$ cat src/rtl/fifo_wr_arb.sv
// Round-robin write arbiter: grants one requester at a time ownership of a shared
// FIFO write port for a burst of up to BURST words, throttled by the FIFO flags.
//
// state | meaning
// IDLE  | no owner; pick the next valid requester from ptr upward, one cycle
// OWN   | grant[k] holds the FIFO write port; words move while not full
module fifo_wr_arb #(
    parameter int NREQ  = 4,
    parameter int DW    = 8,
    parameter int BURST = 4
) (
    input  logic               clk,
    input  logic               rst,
    input  logic [NREQ-1:0]    req_valid,
    input  logic [NREQ*DW-1:0] req_data,
    output logic [NREQ-1:0]    req_ready,
    input  logic               fifo_full,
    input  logic               fifo_half,
    output logic               fifo_we,
    output logic [DW-1:0]      fifo_din,
    output logic [NREQ-1:0]    grant
);

    localparam int PW = (NREQ > 1) ? $clog2(NREQ) : 1;
    localparam int SW = PW + 1;
    localparam int CW = $clog2(BURST + 1);

    typedef enum logic {
        IDLE = 1'b0,
        OWN  = 1'b1
    } state_t;

    state_t          state;
    state_t          state_d;
    logic [NREQ-1:0] grant_d;
    logic [PW-1:0]   ptr;
    logic [PW-1:0]   ptr_d;
    logic [PW-1:0]   own_idx;
    logic [PW-1:0]   own_idx_d;
    logic [PW-1:0]   ptr_adv;
    logic [PW-1:0]   sel_idx;
    logic [PW-1:0]   cand;
    logic [SW-1:0]   cand_sum;
    logic [CW-1:0]   cnt;
    logic [CW-1:0]   cnt_d;
    logic [CW-1:0]   cnt_inc;
    logic            sel_found;
    logic            own_valid;
    logic            xfer;

    // First valid requester at or after ptr, wrapping modulo NREQ.
    always_comb begin
        sel_found = 1'b0;
        sel_idx   = '0;
        cand_sum  = '0;
        cand      = '0;
        for (int i = 0; i < NREQ; i++) begin
            cand_sum = {1'b0, ptr} + SW'(i);
            if (cand_sum >= SW'(NREQ)) begin
                cand_sum = cand_sum - SW'(NREQ);
            end
            cand = cand_sum[PW-1:0];
            if (!sel_found && req_valid[cand]) begin
                sel_found = 1'b1;
                sel_idx   = cand;
            end
        end
    end

    assign own_valid = req_valid[own_idx];
    // Reset gates the write path so an aborted burst never writes in the reset cycle.
    assign xfer      = (state == OWN) && own_valid && !fifo_full && !rst;
    assign fifo_we   = xfer;
    assign req_ready = xfer ? grant : '0;
    assign fifo_din  = (state == OWN) ? req_data[int'(own_idx)*DW +: DW] : '0;

    assign cnt_inc = cnt + CW'(1);
    assign ptr_adv = (own_idx == PW'(NREQ - 1)) ? '0 : own_idx + PW'(1);

    always_comb begin
        state_d   = state;
        grant_d   = grant;
        ptr_d     = ptr;
        own_idx_d = own_idx;
        cnt_d     = cnt;
        case (state)
            IDLE: begin
                grant_d = '0;
                if (sel_found) begin
                    state_d          = OWN;
                    grant_d[sel_idx] = 1'b1;
                    own_idx_d        = sel_idx;
                    cnt_d            = '0;
                end
            end
            OWN: begin
                if (!own_valid) begin
                    state_d = IDLE;
                    grant_d = '0;
                    ptr_d   = ptr_adv;
                end else if (xfer) begin
                    cnt_d = cnt_inc;
                    // Half-full throttles every grant down to a single word.
                    if ((cnt_inc == CW'(BURST)) || fifo_half) begin
                        state_d = IDLE;
                        grant_d = '0;
                        ptr_d   = ptr_adv;
                    end
                end
            end
        endcase
    end

    always_ff @(posedge clk) begin
        if (rst) begin
            state   <= IDLE;
            grant   <= '0;
            ptr     <= '0;
            own_idx <= '0;
            cnt     <= '0;
        end else begin
            state   <= state_d;
            grant   <= grant_d;
            ptr     <= ptr_d;
            own_idx <= own_idx_d;
            cnt     <= cnt_d;
        end
    end

endmodule

$ cat config.mk
export PLATFORM = sky130hd
export DESIGN_NAME = fifo_wr_arb
export DESIGN_NICKNAME = d
export VERILOG_FILES = /design/src/rtl/fifo_wr_arb.sv
export SDC_FILE = /design/constraint.sdc
export NUM_CORES = 1
export LEC_CHECK = 0
export CORE_ASPECT_RATIO = 0.8
export CORE_MARGIN = 2
export CORE_UTILIZATION = 34
export DETAILED_ROUTE_END_ITERATION = 6
export HOLD_SLACK_MARGIN = 0.12
export PLACE_DENSITY = 0.76
export SETUP_SLACK_MARGIN = 0.4
export SYNTH_ARGS = -nofsm -noshare
export SYNTH_HDL_FRONTEND = slang
export SYNTH_SLANG_ARGS = --single-unit
$ cat constraint.sdc
create_clock -name clk -period 1.73 [get_ports clk]
set_clock_uncertainty 0.15 [all_clocks]
set_input_delay 0.346 -clock clk [delete_from_list [all_inputs] [get_ports clk]]
set_output_delay 0.346 -clock clk [all_outputs]
set_load 0.05 [all_outputs]
==> results.toml, run 1 <==
[route]
ant_nets = 0
avgViaCountPerCell = 5.27
post_drt_wl_per_cell_um = 18.1
drc = 0
routed_wl_um = 3850
drtIter0Drc = 51
dr.pass1.iters = 7
vias = 1122

[logic_synthesis]
synth-seq-cells = 12
synth-edff-count = 0
yosysTopAreaCellShare = 0.242
ys_seq_area_frac = 0.242
synthCells = 96
synth.area.top_cells = "dfxtp_1, mux4_2, and2_1"
yosysUniqueCellTypes = 40
syn_area_sq_um = 992
synth.most_common_cell = "dfxtp_1"
syn-num-nets = 139
synthArstFlopShare = 0
ys.flop_type = "dfxtp_1"
ys_top_cells_by_count = "dfxtp_1, mux4_2, and2_1"
synthesis.yosys.warnings = 0
synth_area_leader_cell = "dfxtp_1"
synth.avg_cell_area_sq_um = 10.3

[timing]
max_freq_mhz = 466
setup_tns_ns = -5.44
slew_violations = 0
fin_crit_ns = 2.15
hold_viol = 0
worstMarginPinSlew_ns = 0.377
finalWorstSetupSlack_ns = -0.416
max-slew-margin-rel = 0.747
rsz0062_at_grt = "true"
finalCritPeriodShare = 1.24
setup_viol = 22
hold_slack_ns = 0.385

[global_route]
grt_max_degree = 14
grt_pass1_wl_um = 5370
grt_antenna_before_repair = 0
grt_pass1_vias = 1153
overflow = 0
track_usage = 0.207

[floorplan]
start_util = 0.359
die-height_um = 52.3
dieArea_sq_um = 3370
die_w_um = 64.4
num_io_pins = 57
rows = 17
core-area_sq_um = 2770

[layout]
drive_gt1_frac = 0.571
regArea_sq_um = 263
fin_cells = 213
num-nets-final = 219
area_growth_pct = 103
multi_input_area_sq_um = 771
fillers = 180
diodes = 0

[critical_path]
path_max_fanout = 6
reg2reg_slack_ns = -0.10
worst-setup-path-type = "reg -> out"
reg2reg_depth = 6
cp_slowest_cell = "mux4_2"
crit_required_ns = 1.23
worstPathArrival_ns = 1.65
timing.rr.end = "grant[3]$_SDFFE_PP0P_"
cp_slowest_stage_delay_ns = 0.51
worstSetupEndpointType = "primary output"
cp_cell_sequence = "mux4_2, and3_4, and2_4, buf_8"
regToRegStartpoint = "own_idx[0]$_SDFFE_PP0P_"
start_kind = "flip-flop"

[cts]
clk_pin_slew_worst_paths_ns = 0.08
cts_hold_buf = 0
cts_tree = "built"
htree_levels = 1
cts-root-buf = "clkbuf_4"
insertion_delay_ns = 0.27
cts_buffers = 3
cts_num_sinks = 12
clockBufferDepth = 2

[worst_hold_path]
min_from = "cnt[0]$_SDFFE_PP0P_"
whs_endpoint = "cnt[0]$_SDFFE_PP0P_"
hold_depth = 1
holdCritPathClass = "reg -> reg"

[place]
globalplace.congestion = 0.745
portBuffers = 56
numPlacedInstances = 202
dpl.hpwl_um = 2690

[pwr]
power.density_nw_per_um2 = 561
power_mw = 1.13
p_leak_nw = 0.831
vdd_drop_max_mv = 0.474

[job]
maxCapViolations = 0

[outcome]
outcome = "finished, violations left"
violations = "negative setup slack"
[cells by family after synthesis]
group           share of synthesized area
compound gates                      0.197
xor+xnor                          0.00883
fa+ha+maj                          0.0378
buf+inv                            0.0555
flops                               0.242
mux                                 0.231
simple gates                        0.228
[state kept, by name (all words and copies together), names as in the netlist]
signal   count
ptr          2
state        1
own_idx      2
grant        4
cnt          3
[worst max path at each step]
stage               slack [ns]  cells past startpoint            to               startpoint
finish                   -0.42                      4  req_ready[1]  own_idx[0]$_SDFFE_PP0P_
global route             -0.45                      4  req_ready[1]  own_idx[0]$_SDFFE_PP0P_
CTS                      -0.45                      4   fifo_din[3]  own_idx[0]$_SDFFE_PP0P_
detailed placement       -0.56                      5  req_ready[1]             req_valid[3]
global placement         -0.54                      5  req_ready[3]             req_valid[3]
floorplan                -0.16                      4  req_ready[0]  own_idx[0]$_SDFFE_PP0P_
[metal layers]
layer	vias up	share of wire	routed length, um	track usage
met2	28	0.54	2070	0.391
met1	565	0.43	1650	0.245
met5	-	0	0	0
met4	0	0.011	41	0.0390
li1	525	-	-	-
met3	4	0.022	85	0.0430
[final cells by class]
| class | instances | area share |
|---|---|---|
| Inverter | 3 | 0.00560 |
| Sequential cell | 12 | 0.131 |
| Tap cell | 38 | 0.0236 |
| Timing Repair Buffer | 82 | 0.439 |
| Clock buffer | 4 | 0.0180 |
| Multi-Input combinational cell | 74 | 0.383 |
[through the flow]
step / setup WS (ns) / area (sq um) / util
after global placement: -0.537 / 1750 / 0.632
after global routing: -0.452 / 2010 / 0.728
after floorplan: -0.156 / 1050 / -
after detailed placement: -0.562 / 1750 / 0.632
after CTS: -0.454 / 1880 / 0.681
final: -0.416 / 2010 / 0.728
[what timing repair did]
action,CTS,global route
gates resized for setup,40,31
endpoints found under the setup margin,29,26
pin swaps,6,16
setup buffers,5,2
[worst max-delay path: cells and delay by family (launching register included)]
kind | cells | cell delay [ns]
mux | 1 | 0.51
simple gates | 2 | 0.34
flops | 1 | 0.38
buf+inv | 1 | 0.14
[power by group]
| part | internal [mW] | switching [mW] | total, mW |
|---|---|---|---|
| Combinational | 0.327 | 0.256 | 0.583 |
| Clock | 0.128 | 0.0961 | 0.224 |
| Sequential | 0.296 | 0.0258 | 0.322 |
[placed cells by master (no fill, tap or decap), types with 2 or more instances in the layout]
master	synthesis	final
nor2b_1	3	2
nand2_1	4	4
inv_1	3	2
buf_6	1	10
mux2_4	1	2
buf_8	0	12
a21oi_1	4	3
a21oi_2	1	2
buf_4	2	16
clkbuf_4	0	3
o21a_1	2	2
and2_4	0	12
o211ai_1	2	2
mux4_2	9	9
o21ai_0	3	2
ha_1	3	3
buf_2	2	4
clkdlybuf4s50_1	0	35
dfxtp_2	0	6
a211o_1	2	2
a32o_1	4	4
buf_12	0	5
nor2_1	4	3
dfxtp_1	12	2
dfxtp_4	0	4
(Power assumes the default switching activity.)
==> run 2, diff against run 1 <==
--- a/config.mk
+++ b/config.mk
@@ -5,9 +5,11 @@
 export SDC_FILE = /design/constraint.sdc
 export NUM_CORES = 1
 export LEC_CHECK = 0
+export ABC_AREA = 1
+export CAP_MARGIN = 20
 export CORE_ASPECT_RATIO = 0.8
 export CORE_MARGIN = 2
-export CORE_UTILIZATION = 34
+export CORE_UTILIZATION = 37
 export DETAILED_ROUTE_END_ITERATION = 6
 export HOLD_SLACK_MARGIN = 0.12
 export PLACE_DENSITY = 0.76
==> run 2 against run 1 <==
The run still ends with negative setup slack left; register-to-register slack got worse by 0.24 ns; sequential share of layout area is 4.2 points lower; count of clock-buffer cells in the layout is the same; global-route usage rose by 9.3 points; sequential power is 65% higher; critical endpoint is now fifo_din[5].
==> results.toml, run 2 <==
[outcome]
outcome = "finished, violations left"
violations = "negative setup slack"

[layout]
top_regs = "grant (4), cnt (3)"
finish.instance_area_sq_um = 2910
regArea_sq_um = 256
fillers = 108
area_growth_pct = 141
diodes = 0
postLayoutCoreUtil = 0.936
largest_reg_flops = 4
layout_commonest_cell = "clkdlybuf4s50_1"
final_cell_mix = "clkdlybuf4s50_1, nor2_1, buf_4, nand2_2"
multi_input_area_sq_um = 1280
drive_gt1_frac = 0.556
top_register = "grant"
num-nets-final = 355

[logic_synthesis]
synthCells = 215
synthArstFlopShare = 0
ys_seq_area_frac = 0.199
yosysTopAreaCellShare = 0.199
syn_area_sq_um = 1210
synth.area.top_cells = "dfxtp_1, nand2_1, nor2_1"
yosysUniqueCellTypes = 28
ys.flop_type = "dfxtp_1"
synth.avg_cell_area_sq_um = 5.62
synth-seq-cells = 12
synth.most_common_cell = "nand2_1"
synth_area_leader_cell = "dfxtp_1"
synth-edff-count = 0
synthesis.yosys.warnings = 0
syn-num-nets = 258
ys_top_cells_by_count = "nand2_1, nor2_1, inv_1"

[place]
dpl.hpwl_um = 3380
portBuffers = 56
globalplace.congestion = 0.784
postPlaceCellArea_sq_um = 2260
dp_slack_ns = -0.576

[timing]
slew_violations = 0
fin_crit_ns = 2.13
rsz0062_at_grt = "true"
setup_tns_ns = -6.13
worstMarginPinSlew_ns = 0.333
max_freq_mhz = 469
setup_viol = 25
finalWorstSetupSlack_ns = -0.403
max-slew-margin-rel = 0.778
hold_viol = 0
finalCritPeriodShare = 1.23

[route]
drtIter0Drc = 215
ant_nets = 0
vias = 2117
drc = 0
routed_wl_um = 7870
avgViaCountPerCell = 6.03
post_drt_wl_per_cell_um = 22.4
dr.pass1.iters = 5

[critical_path]
crit_buf_inv = 3
worstPathArrival_ns = 1.64
crit_required_ns = 1.23
worst_path_most_repeated_cell = "nor2_1"
cp_slowest_cell = "dfxtp_4"
path_max_fanout = 9
worstSetupEndpointType = "primary output"
start_kind = "flip-flop"
cp_cell_sequence = "buf_4, buf_16, nor2_1, nor2_1, o21ai_2, a21oi_4, buf_12"
cp_top_family = "buffers and inverters"
worst-setup-path-type = "reg -> out"
cp_slowest_stage_delay_ns = 0.39

[global_route]
track_usage = 0.299
grt_pass1_wl_um = 8350
grt_pass1_vias = 1776
grt_max_degree = 15
grt_antenna_before_repair = 0
overflow = 0

[job]
maxCapViolations = 0

[pwr]
vdd_drop_max_mv = 1.45
internal_power_mw = 2.57
sw_frac_of_total = 0.535
power.switching_mw = 2.97
combPwrFrac = 0.844
p_leak_nw = 1.25
power.density_nw_per_um2 = 1900
power_mw = 5.54
clkPwrFrac = 0.060
pwr-share-seq = 0.096

[cts]
cts_hold_buf = 0
clockBufferDepth = 2
cts_tree = "built"
cts-root-buf = "clkbuf_8"
cts_num_sinks = 12
htree_levels = 1
cts_buffers = 3
clk_pin_slew_worst_paths_ns = 0.06
insertion_delay_ns = 0.25

[floorplan]
rows = 18
start_util = 0.388
core-area_sq_um = 3110
dieArea_sq_um = 3740
die-height_um = 55.1
die_w_um = 67.9
num_io_pins = 57

[worst_hold_path]
holdCritPathClass = "reg -> reg"
[run 2: cell count changes in the layout (fill, tap and decap cells not counted), sizes merged, moves of 3 or more]
cell	change
buf	+15
nand3	+19
inv	+23
mux4	-9
nor3	-3
a21oi	+13
and2	-11
o21ai	+15
nor2	+42
nand2	+47
a32o	-4
nor2b	-3
[run 2: per-stage QoR]
step                cells  hold slack [ns]
CTS                   341            0.355
detailed placement    326            0.363
finish                351            0.377
floorplan             215            0.319
global placement      326            0.344
global route          351            0.394
[run 2: repair_timing]
| action | in CTS | in global routing |
|---|---|---|
| resized for setup | 72 | 54 |
| buffers inserted | 10 | 10 |
| setup endpoints to repair | 25 | 26 |
| pin swaps | 24 | 30 |
| gates cloned | 1 | 0 |
[run 2: worst reg2reg max path, delay by kind of cell, from the launching register on]
kind / cells / cell delay (ns)
AOI/OAI and AO/OA: 1 / 0.17
DFF: 1 / 0.39
buffers and inverters: 3 / 0.41
and+or+nand+nor: 8 / 0.86
[run 2: logic make-up (layout without fill, tap and decap cells)]
logic type,after synthesis,in the layout,synth area share
buffers and inverters,36,132,0.128
adder cells (fa/ha/maj),3,3,0.0311
AO/OA/AOI/OAI,40,40,0.176
flip-flops,12,12,0.199
XOR/XNOR,1,1,0.00726
AND/OR/NAND/NOR,123,123,0.458
[run 2: worst paths after layout]
| path | startpoint | to | slack [ns] | cells past startpoint |
|---|---|---|---|---|
| max | own_idx[0]$_SDFFE_PP0P_ | fifo_din[5] | -0.40 | 7 |
| min | cnt[1]$_SDFFE_PP0P_ | cnt[1]$_SDFFE_PP0P_ | 0.38 | 2 |
| max reg2reg | own_idx[0]$_SDFFE_PP0P_ | ptr[1]$_SDFFE_PP0P_ | -0.34 | 12 |
| min reg2reg | cnt[1]$_SDFFE_PP0P_ | cnt[1]$_SDFFE_PP0P_ | 0.38 | 2 |
[run 2: final cells by class]
type	count	share of cell area
clock buffer	4	0.0189
tap	40	0.0172
inverter	27	0.0396
multi-input combinational	167	0.439
timing repair buffer	101	0.397
sequential	12	0.0882
[run 2: layer usage]
| layer | global-route usage | up-vias | part of all wire |
|---|---|---|---|
| met4 | 0.107 | 0 | 0.069 |
| li1 | - | 882 | - |
| met1 | 0.358 | 995 | 0.37 |
| met5 | 0 | - | 0 |
| met2 | 0.552 | 179 | 0.49 |
| met3 | 0.0445 | 61 | 0.077 |
[run 2: power by group through the flow]
stage	registers, mW	clock network (mW)	logic (mW)
finish	0.532	0.331	4.68
floorplan	0.545	0	1.88
global route	0.535	0.335	4.83
global placement	0.480	0	2.99
CTS	0.505	0.321	3.72
detailed placement	0.481	0	3.05
